**src/rtl/biss_pkg.sv**
```systemverilog
// Shared BiSS-C definitions: frame states, CRC6 constants and the latched frame payload.
package biss_pkg;

  localparam int unsigned CRC_W    = 6;
  localparam logic [6:0]  CRC_POLY = 7'h43;
  localparam int unsigned MAX_BITS = 32;
  localparam int unsigned CNT_W    = $clog2(MAX_BITS);

  typedef enum logic [3:0] {
    ST_IDLE,
    ST_WAIT_ACK,
    ST_ACK,
    ST_START,
    ST_CDS,
    ST_DATA,
    ST_ERR,
    ST_WARN,
    ST_CRC,
    ST_TIMEOUT
  } biss_state_e;

  typedef struct packed {
    logic [MAX_BITS-1:0] posn;
    logic [CNT_W-1:0]    msb;
    logic                err;
    logic                warn;
  } biss_frame_t;

  // Position length outside 1..32 falls back to the full 32-bit word.
  function automatic logic [CNT_W-1:0] bits_to_msb(input logic [7:0] bits);
    if (bits == 8'd0 || bits > 8'(MAX_BITS)) return CNT_W'(MAX_BITS - 1);
    return CNT_W'(bits - 8'd1);
  endfunction

endpackage

```
**src/rtl/biss_slave_if.sv**
```systemverilog
// Encoder-side bus of the BiSS-C slave: position inputs, MA clock, SLO data and status.
interface biss_slave_if;

  logic [7:0]                    BITS;
  logic [biss_pkg::MAX_BITS-1:0] posn_i;
  logic                          enc_err_i;
  logic                          enc_warn_i;
  logic                          biss_sck_i;
  logic                          biss_dat_o;
  logic                          busy_o;
  logic                          frame_done_o;
  logic                          frame_abort_o;

  modport slave (
    input  BITS, posn_i, enc_err_i, enc_warn_i, biss_sck_i,
    output biss_dat_o, busy_o, frame_done_o, frame_abort_o
  );

  modport master (
    output BITS, posn_i, enc_err_i, enc_warn_i, biss_sck_i,
    input  biss_dat_o, busy_o, frame_done_o, frame_abort_o
  );

endinterface

```
**src/rtl/biss_crc6.sv**
```systemverilog
// Serial CRC6 (x^6+x+1, init 0), one bit per enable; shared with the sniffer/master checkers.
module biss_crc6
  import biss_pkg::*;
(
  input  logic             clk_i,
  input  logic             reset_i,
  input  logic             clr,
  input  logic             en,
  input  logic             din,
  output logic [CRC_W-1:0] crc
);

  logic fb;

  assign fb = crc[CRC_W-1] ^ din;

  always_ff @(posedge clk_i) begin
    if (reset_i || clr) begin
      crc <= '0;
    end else if (en) begin
      crc <= {crc[CRC_W-2:0], 1'b0} ^ (fb ? CRC_POLY[CRC_W-1:0] : '0);
    end
  end

endmodule

```
**src/rtl/biss_slave.sv**
```systemverilog
// BiSS-C slave / encoder emulator: serialises a latched position frame on SLO, clocked by MA.
module biss_slave
  import biss_pkg::*;
#(
  parameter int unsigned TIMEOUT = 2500
) (
  input logic         clk_i,
  input logic         reset_i,
  biss_slave_if.slave bus
);

  localparam int unsigned TMO_W = $clog2(TIMEOUT + 1);

  logic             ma_meta, ma_sync, ma_prev, rise_q, fall_q;
  biss_state_e      state_q, state_d;
  biss_frame_t      frame_q, frame_d;
  logic [CNT_W-1:0] cnt_q, cnt_d, cnt_m1;
  logic [TMO_W-1:0] tmo_q, tmo_d;
  logic             dat_q, dat_d, busy_q, busy_d;
  logic             done_q, done_d, abort_q, abort_d;
  logic             crc_clr, crc_en, crc_din;
  logic [CRC_W-1:0] crc;
  logic             ma_edge, tmo_hit;

  // MA is idle high, so the synchroniser resets high to avoid a phantom fall.
  always_ff @(posedge clk_i) begin
    if (reset_i) begin
      ma_meta <= 1'b1;
      ma_sync <= 1'b1;
      ma_prev <= 1'b1;
      rise_q  <= 1'b0;
      fall_q  <= 1'b0;
    end else begin
      ma_meta <= bus.biss_sck_i;
      ma_sync <= ma_meta;
      ma_prev <= ma_sync;
      rise_q  <= ma_sync & ~ma_prev;
      fall_q  <= ~ma_sync & ma_prev;
    end
  end

  assign ma_edge = rise_q | fall_q;
  assign tmo_hit = (tmo_q == TMO_W'(TIMEOUT - 1));
  assign cnt_m1  = cnt_q - CNT_W'(1);

  biss_crc6 u_crc (
    .clk_i   (clk_i),
    .reset_i (reset_i),
    .clr     (crc_clr),
    .en      (crc_en),
    .din     (crc_din),
    .crc     (crc)
  );

  always_comb begin
    state_d = state_q;
    frame_d = frame_q;
    cnt_d   = cnt_q;
    tmo_d   = tmo_q;
    dat_d   = dat_q;
    done_d  = 1'b0;
    abort_d = 1'b0;
    crc_clr = 1'b0;
    crc_en  = 1'b0;
    crc_din = 1'b0;

    // One counter serves as stall watchdog mid-frame and as the end-of-frame timeout.
    if (ma_edge) begin
      tmo_d = '0;
    end else if ((state_q == ST_TIMEOUT) ? ma_prev : (state_q != ST_IDLE)) begin
      tmo_d = tmo_q + TMO_W'(1);
    end

    case (state_q)
      ST_IDLE: begin
        tmo_d = '0;
        dat_d = 1'b1;
        if (fall_q) begin
          frame_d.posn = bus.posn_i;
          frame_d.msb  = bits_to_msb(bus.BITS);
          frame_d.err  = bus.enc_err_i;
          frame_d.warn = bus.enc_warn_i;
          cnt_d        = '0;
          crc_clr      = 1'b1;
          state_d      = ST_WAIT_ACK;
        end
      end
      ST_WAIT_ACK: if (rise_q) begin
        state_d = ST_ACK;
        dat_d   = 1'b0;
      end
      ST_ACK: if (rise_q) begin
        state_d = ST_START;
        dat_d   = 1'b1;
      end
      ST_START: if (rise_q) begin
        state_d = ST_CDS;
        dat_d   = 1'b0;
      end
      ST_CDS: if (rise_q) begin
        state_d = ST_DATA;
        cnt_d   = frame_q.msb;
        dat_d   = frame_q.posn[frame_q.msb];
        crc_en  = 1'b1;
        crc_din = frame_q.posn[frame_q.msb];
      end
      ST_DATA: if (rise_q) begin
        crc_en = 1'b1;
        if (cnt_q == '0) begin
          state_d = ST_ERR;
          dat_d   = ~frame_q.err;
          crc_din = ~frame_q.err;
        end else begin
          cnt_d   = cnt_m1;
          dat_d   = frame_q.posn[cnt_m1];
          crc_din = frame_q.posn[cnt_m1];
        end
      end
      ST_ERR: if (rise_q) begin
        state_d = ST_WARN;
        dat_d   = ~frame_q.warn;
        crc_en  = 1'b1;
        crc_din = ~frame_q.warn;
      end
      ST_WARN: if (rise_q) begin
        state_d = ST_CRC;
        cnt_d   = CNT_W'(CRC_W - 1);
        dat_d   = ~crc[CRC_W-1];
      end
      ST_CRC: if (rise_q) begin
        if (cnt_q == '0) begin
          state_d = ST_TIMEOUT;
          dat_d   = 1'b0;
          done_d  = 1'b1;
        end else begin
          cnt_d = cnt_m1;
          dat_d = ~crc[3'(cnt_m1)];
        end
      end
      ST_TIMEOUT: begin
        dat_d = 1'b0;
        if (!ma_edge && ma_prev && tmo_hit) begin
          state_d = ST_IDLE;
          dat_d   = 1'b1;
          tmo_d   = '0;
        end
      end
      default: begin
        state_d = ST_IDLE;
        dat_d   = 1'b1;
      end
    endcase

    // A stalled master abandons the frame; an MA edge on the same cycle wins.
    if (state_q != ST_IDLE && state_q != ST_TIMEOUT && !ma_edge && tmo_hit) begin
      state_d = ST_IDLE;
      dat_d   = 1'b1;
      tmo_d   = '0;
      abort_d = 1'b1;
    end

    busy_d = (state_d != ST_IDLE);
  end

  always_ff @(posedge clk_i) begin
    if (reset_i) begin
      state_q <= ST_IDLE;
      frame_q <= '0;
      cnt_q   <= '0;
      tmo_q   <= '0;
      dat_q   <= 1'b1;
      busy_q  <= 1'b0;
      done_q  <= 1'b0;
      abort_q <= 1'b0;
    end else begin
      state_q <= state_d;
      frame_q <= frame_d;
      cnt_q   <= cnt_d;
      tmo_q   <= tmo_d;
      dat_q   <= dat_d;
      busy_q  <= busy_d;
      done_q  <= done_d;
      abort_q <= abort_d;
    end
  end

  assign bus.biss_dat_o    = dat_q;
  assign bus.busy_o        = busy_q;
  assign bus.frame_done_o  = done_q;
  assign bus.frame_abort_o = abort_q;

endmodule
```
**src/flat_wrapper.sv**
```systemverilog
// flat-port wrapper written by rule: the top's interface ports become plain ports
module biss_slave_flat import biss_pkg::*;
#(
  parameter int unsigned TIMEOUT = 2500
)
  (clk_i, reset_i, bus_BITS, bus_posn_i, bus_enc_err_i, bus_enc_warn_i, bus_biss_sck_i, bus_biss_dat_o, bus_busy_o, bus_frame_done_o, bus_frame_abort_o);
  biss_slave_if bus_i ();
  input logic clk_i;
  input logic reset_i;
  input wire logic [$bits(bus_i.BITS)-1:0] bus_BITS;
  input wire logic [$bits(bus_i.posn_i)-1:0] bus_posn_i;
  input wire logic [$bits(bus_i.enc_err_i)-1:0] bus_enc_err_i;
  input wire logic [$bits(bus_i.enc_warn_i)-1:0] bus_enc_warn_i;
  input wire logic [$bits(bus_i.biss_sck_i)-1:0] bus_biss_sck_i;
  output wire logic [$bits(bus_i.biss_dat_o)-1:0] bus_biss_dat_o;
  output wire logic [$bits(bus_i.busy_o)-1:0] bus_busy_o;
  output wire logic [$bits(bus_i.frame_done_o)-1:0] bus_frame_done_o;
  output wire logic [$bits(bus_i.frame_abort_o)-1:0] bus_frame_abort_o;
  assign bus_i.BITS = bus_BITS;
  assign bus_i.posn_i = bus_posn_i;
  assign bus_i.enc_err_i = bus_enc_err_i;
  assign bus_i.enc_warn_i = bus_enc_warn_i;
  assign bus_i.biss_sck_i = bus_biss_sck_i;
  assign bus_biss_dat_o = bus_i.biss_dat_o;
  assign bus_busy_o = bus_i.busy_o;
  assign bus_frame_done_o = bus_i.frame_done_o;
  assign bus_frame_abort_o = bus_i.frame_abort_o;
  biss_slave #(.TIMEOUT(TIMEOUT)) u_core (.clk_i(clk_i), .reset_i(reset_i), .bus(bus_i));
endmodule
```
**config.mk**
```make
export PLATFORM = sky130hd
export DESIGN_NAME = biss_slave_flat
export DESIGN_NICKNAME = d
export VERILOG_FILES = /design/src/rtl/biss_pkg.sv /design/src/rtl/biss_slave_if.sv /design/src/rtl/biss_crc6.sv /design/src/rtl/biss_slave.sv /design/src/flat_wrapper.sv
export SDC_FILE = /design/constraint.sdc
export NUM_CORES = 1
export LEC_CHECK = 0
export BUFFER_PORTS_ARGS = -buffer_cell sky130_fd_sc_hd__buf_4
export CAP_MARGIN = 20
export CORE_ASPECT_RATIO = 0.8
export CORE_MARGIN = 1.5
export CORE_UTILIZATION = 45
export DETAILED_ROUTE_END_ITERATION = 10
export HOLD_SLACK_MARGIN = 0.03
export PLACE_DENSITY = 0.71
export SYNTH_ARGS = -nofsm -noshare
export SYNTH_HDL_FRONTEND = slang
export SYNTH_SLANG_ARGS = --single-unit
```
**constraint.sdc**
```tcl
create_clock -name clk_i -period 3.9 [get_ports clk_i]
set_clock_uncertainty 0.15 [all_clocks]
set_input_delay 0.195 -clock clk_i [delete_from_list [all_inputs] [get_ports clk_i]]
set_output_delay 0.195 -clock clk_i [all_outputs]
set_load 0.01 [all_outputs]
```
==> results_dict.tcl <==
set metrics [dict create \
    fin_ws_ps 858 \
    startpoint "u_core.cnt_q[1]" \
    die_x_um 108 \
    netlist.area_leader.share_pct 37.5 \
    setup_violations 0 \
    ioPinCount 49 \
    yosys.area.top_type "dfxtp_1" \
    clk_latency_ps 360 \
    worst_slew_pin_slew_ps 761 \
    ys_types 58 \
    num_rows 30 \
    synth-edff-count 0 \
    drc 0 \
    crit_cells 10 \
    grt_max_degree 53 \
    cts_tree "built" \
    peakVddDrop_mv 0.161 \
    busiest_layer "met2" \
    clkSinkCount 75 \
    wire_per_inst_um 14.7 \
    finalCriticalPeriod_ps 3040 \
    clk_path_buf_depth 2 \
    dr.pass1.iters 5 \
    syn_avg_cell_area_sq_um 8.54 \
    timing.final.crit_share_pct 78.0 \
    fin_util_pct 58.1 \
    post-place-ws_ps 944 \
    p_leak_nw 1.80 \
    path_clk_slew_ps 80 \
    grt_pass1_wl_um 16400 \
    ctsHtreeMaxLevel 3 \
    netlist_area_sq_um 4000 \
    hold_viol 0 \
    vias 3602 \
    dieArea_sq_um 9460 \
    core_sq_um 8560 \
    slew_violations 0 \
    routabilityCongestion 0.835 \
    critPathArrivalTime_ps 3170 \
    drive_above_1_share_pct 16.4 \
    met2_usage_pct 35.7 \
    tns_ps 0 \
    postSynthCellCount 468 \
    required_ps 4020 \
    r2r_end "u_core.u_crc.crc[0]" \
    max_freq_ghz 0.329 \
    max_slew_margin_pct 48.8 \
    outcome "finished, final reports clean" \
    dp_hpwl_um 6410 \
    max_stage_delay_ps 550 \
    cts-root-buf "clkbuf_8" \
    cp_max_fo 12 \
    holdCritPathClass "input port to register" \
    rsz0062_at_grt "no" \
    r2r-start "u_core.cnt_q[1]" \
    critical_path_class "register to register" \
    nNetsFinal 588 \
    ys_seq_elements 75 \
    crit_family "compound AO/OA/AOI/OAI gates" \
    drtIter0Drc 203 \
    ant_nets 0 \
    antenna_found_initial 0 \
    synthTopCellsByArea "dfxtp_1, nand2_1, a21oi_1" \
    n_antenna_cell 0 \
    holdPathEnd "u_core.frame_q[5]" \
    critPathCaptureType "register" \
    grt_use_total_pct 22.2 \
    grt-ovfl-total 0 \
    synth_ff_type "dfxtp_1" \
    maxCapViolations 0 \
    via_per_inst 5.50 \
    start_util_pct 46.7 \
    path_cells "inv_1 > ha_1 > mux4_1 > and3_1 > a2111oi_0 > a211o_2 > nor4_2 > or2_1 > xnor2_1 > a211oi_2" \
    numCtsBuffers 9 \
    place_area_sq_um 4340 \
    start_kind "register" \
    final_common_cell "nand2_1" \
    ys_seq_area_share_pct 37.5 \
    num-fill-cells 769 \
    grt_pass1_vias 3479 \
    die_h_um 87.3 \
    r2r_slack_ps 860 \
    holdCritStartpoint "bus_BITS[1]" \
    cp_num_buf_inv 1 \
    stdcell_area_sq_um 4970 \
    drt_wl_total_um 9630 \
    grt_use_met3_pct 4.86 \
    area_growth_pct 24.4 \
    holdPathStages 4 \
    async_flop_share_pct 0 \
    total_power_mw 1.68 \
    reg2regPathDepth 10 \
    io_buffers 48 \
    final_cell_mix "nand2_1, dfxtp_1, a21oi_1, buf_4, nor2_1" \
    critPathSlowestCell "ha_1" \
    power_density_nw_per_um2 338 \
    grtUsageMet1_pct 28.8 \
    yosys_warnings 0 \
    syn_nets 517 \
]
cell type report:
| type | count | area, sq um | area share [%] |
|---|---|---|---|
| well taps | 112 | 140 | 2.82 |
| flip-flops and latches | 75 | 1500 | 30.2 |
| clock inverters | 4 | 98.8 | 1.99 |
| clock buffers | 11 | 141 | 2.84 |
| inverters | 8 | 30.0 | 0.604 |
| multi-input cells | 355 | 2290 | 46.0 |
| repair buffers | 90 | 773 | 15.5 |
stage by stage:
stage | hold slack, ps | cells
6_report | 64.0 | 655
5_1_grt | 83.2 | 655
4_1_cts | 60.6 | 655
3_5_place_dp | 242 | 601
3_3_place_gp | 235 | 601
2_1_floorplan | 141 | 468
report_power, final:
group / switching, mW / internal, mW / total [mW]
combinational: 0.0676 / 0.0910 / 0.159
clock: 0.284 / 0.440 / 0.724
sequential: 0.0174 / 0.778 / 0.796
total: 0.369 / 1.31 / 1.68
worst max-delay path by stage:
| stage | to |
|---|---|
| 2_1_floorplan | u_core.u_crc.crc[0] |
| 3_3_place_gp | u_core.u_crc.crc[0] |
| 3_5_place_dp | u_core.u_crc.crc[0] |
| 4_1_cts | u_core.u_crc.crc[0] |
| 5_1_grt | u_core.u_crc.crc[0] |
| 6_report | u_core.u_crc.crc[0] |
Yosys cell counts (all sizes together), types with 5 or more instances:
cell and count:
a21oi 52, xnor2 8, xor2 9, and3 9, nand4 6, nor3 10, o21ai 13, nor2b 7
nand3 6, nand2b 6, clkbuf 22, nor2 42, mux2i 15, buf 8, or2 5, inv 8
dfxtp 75, mux4 15, nand2 91, a211oi 15
timing repair:
item                                   4_1_cts  5_1_grt
endpoints found under the hold margin       39        0
resized for setup                            0        0
setup buffers                                0        0
hold buffers                                39        0
layer usage:
layer | vias up | wire length [um]
met2 | 102 | 4550
met5 | - | 0
met3 | 16 | 463
li1 | 1801 | -
met1 | 1683 | 4440
met4 | 0 | 179
flip-flops by register name, indices dropped and copies added (netlist names), 4 cells and up:
register / count
u_core.frame_q: 39
u_core.state_q: 4
u_core.cnt_q: 5
u_core.tmo_q: 12
u_core.u_crc.crc: 6
logic make-up (layout without fill, tap and decap cells):
| logic type | after synthesis | count (layout) | synth area share, % |
|---|---|---|---|
| buffers and inverters | 38 | 113 | 5.29 |
| flip-flops | 75 | 75 | 37.5 |
| adder cells (fa/ha/maj) | 4 | 4 | 1.25 |
| multiplexers | 30 | 30 | 12.9 |
| AND/OR/NAND/NOR | 200 | 200 | 23.3 |
| AO/OA/AOI/OAI | 104 | 104 | 16.0 |
| XOR/XNOR | 17 | 17 | 3.72 |
tightest hold or removal path, delay by kind of cell:
kind | cells | cell delay [ps]
compound gates | 1 | 60
xor+xnor | 1 | 130
buf+inv | 1 | 80
simple gates | 1 | 50
(Power assumes the default switching activity.)
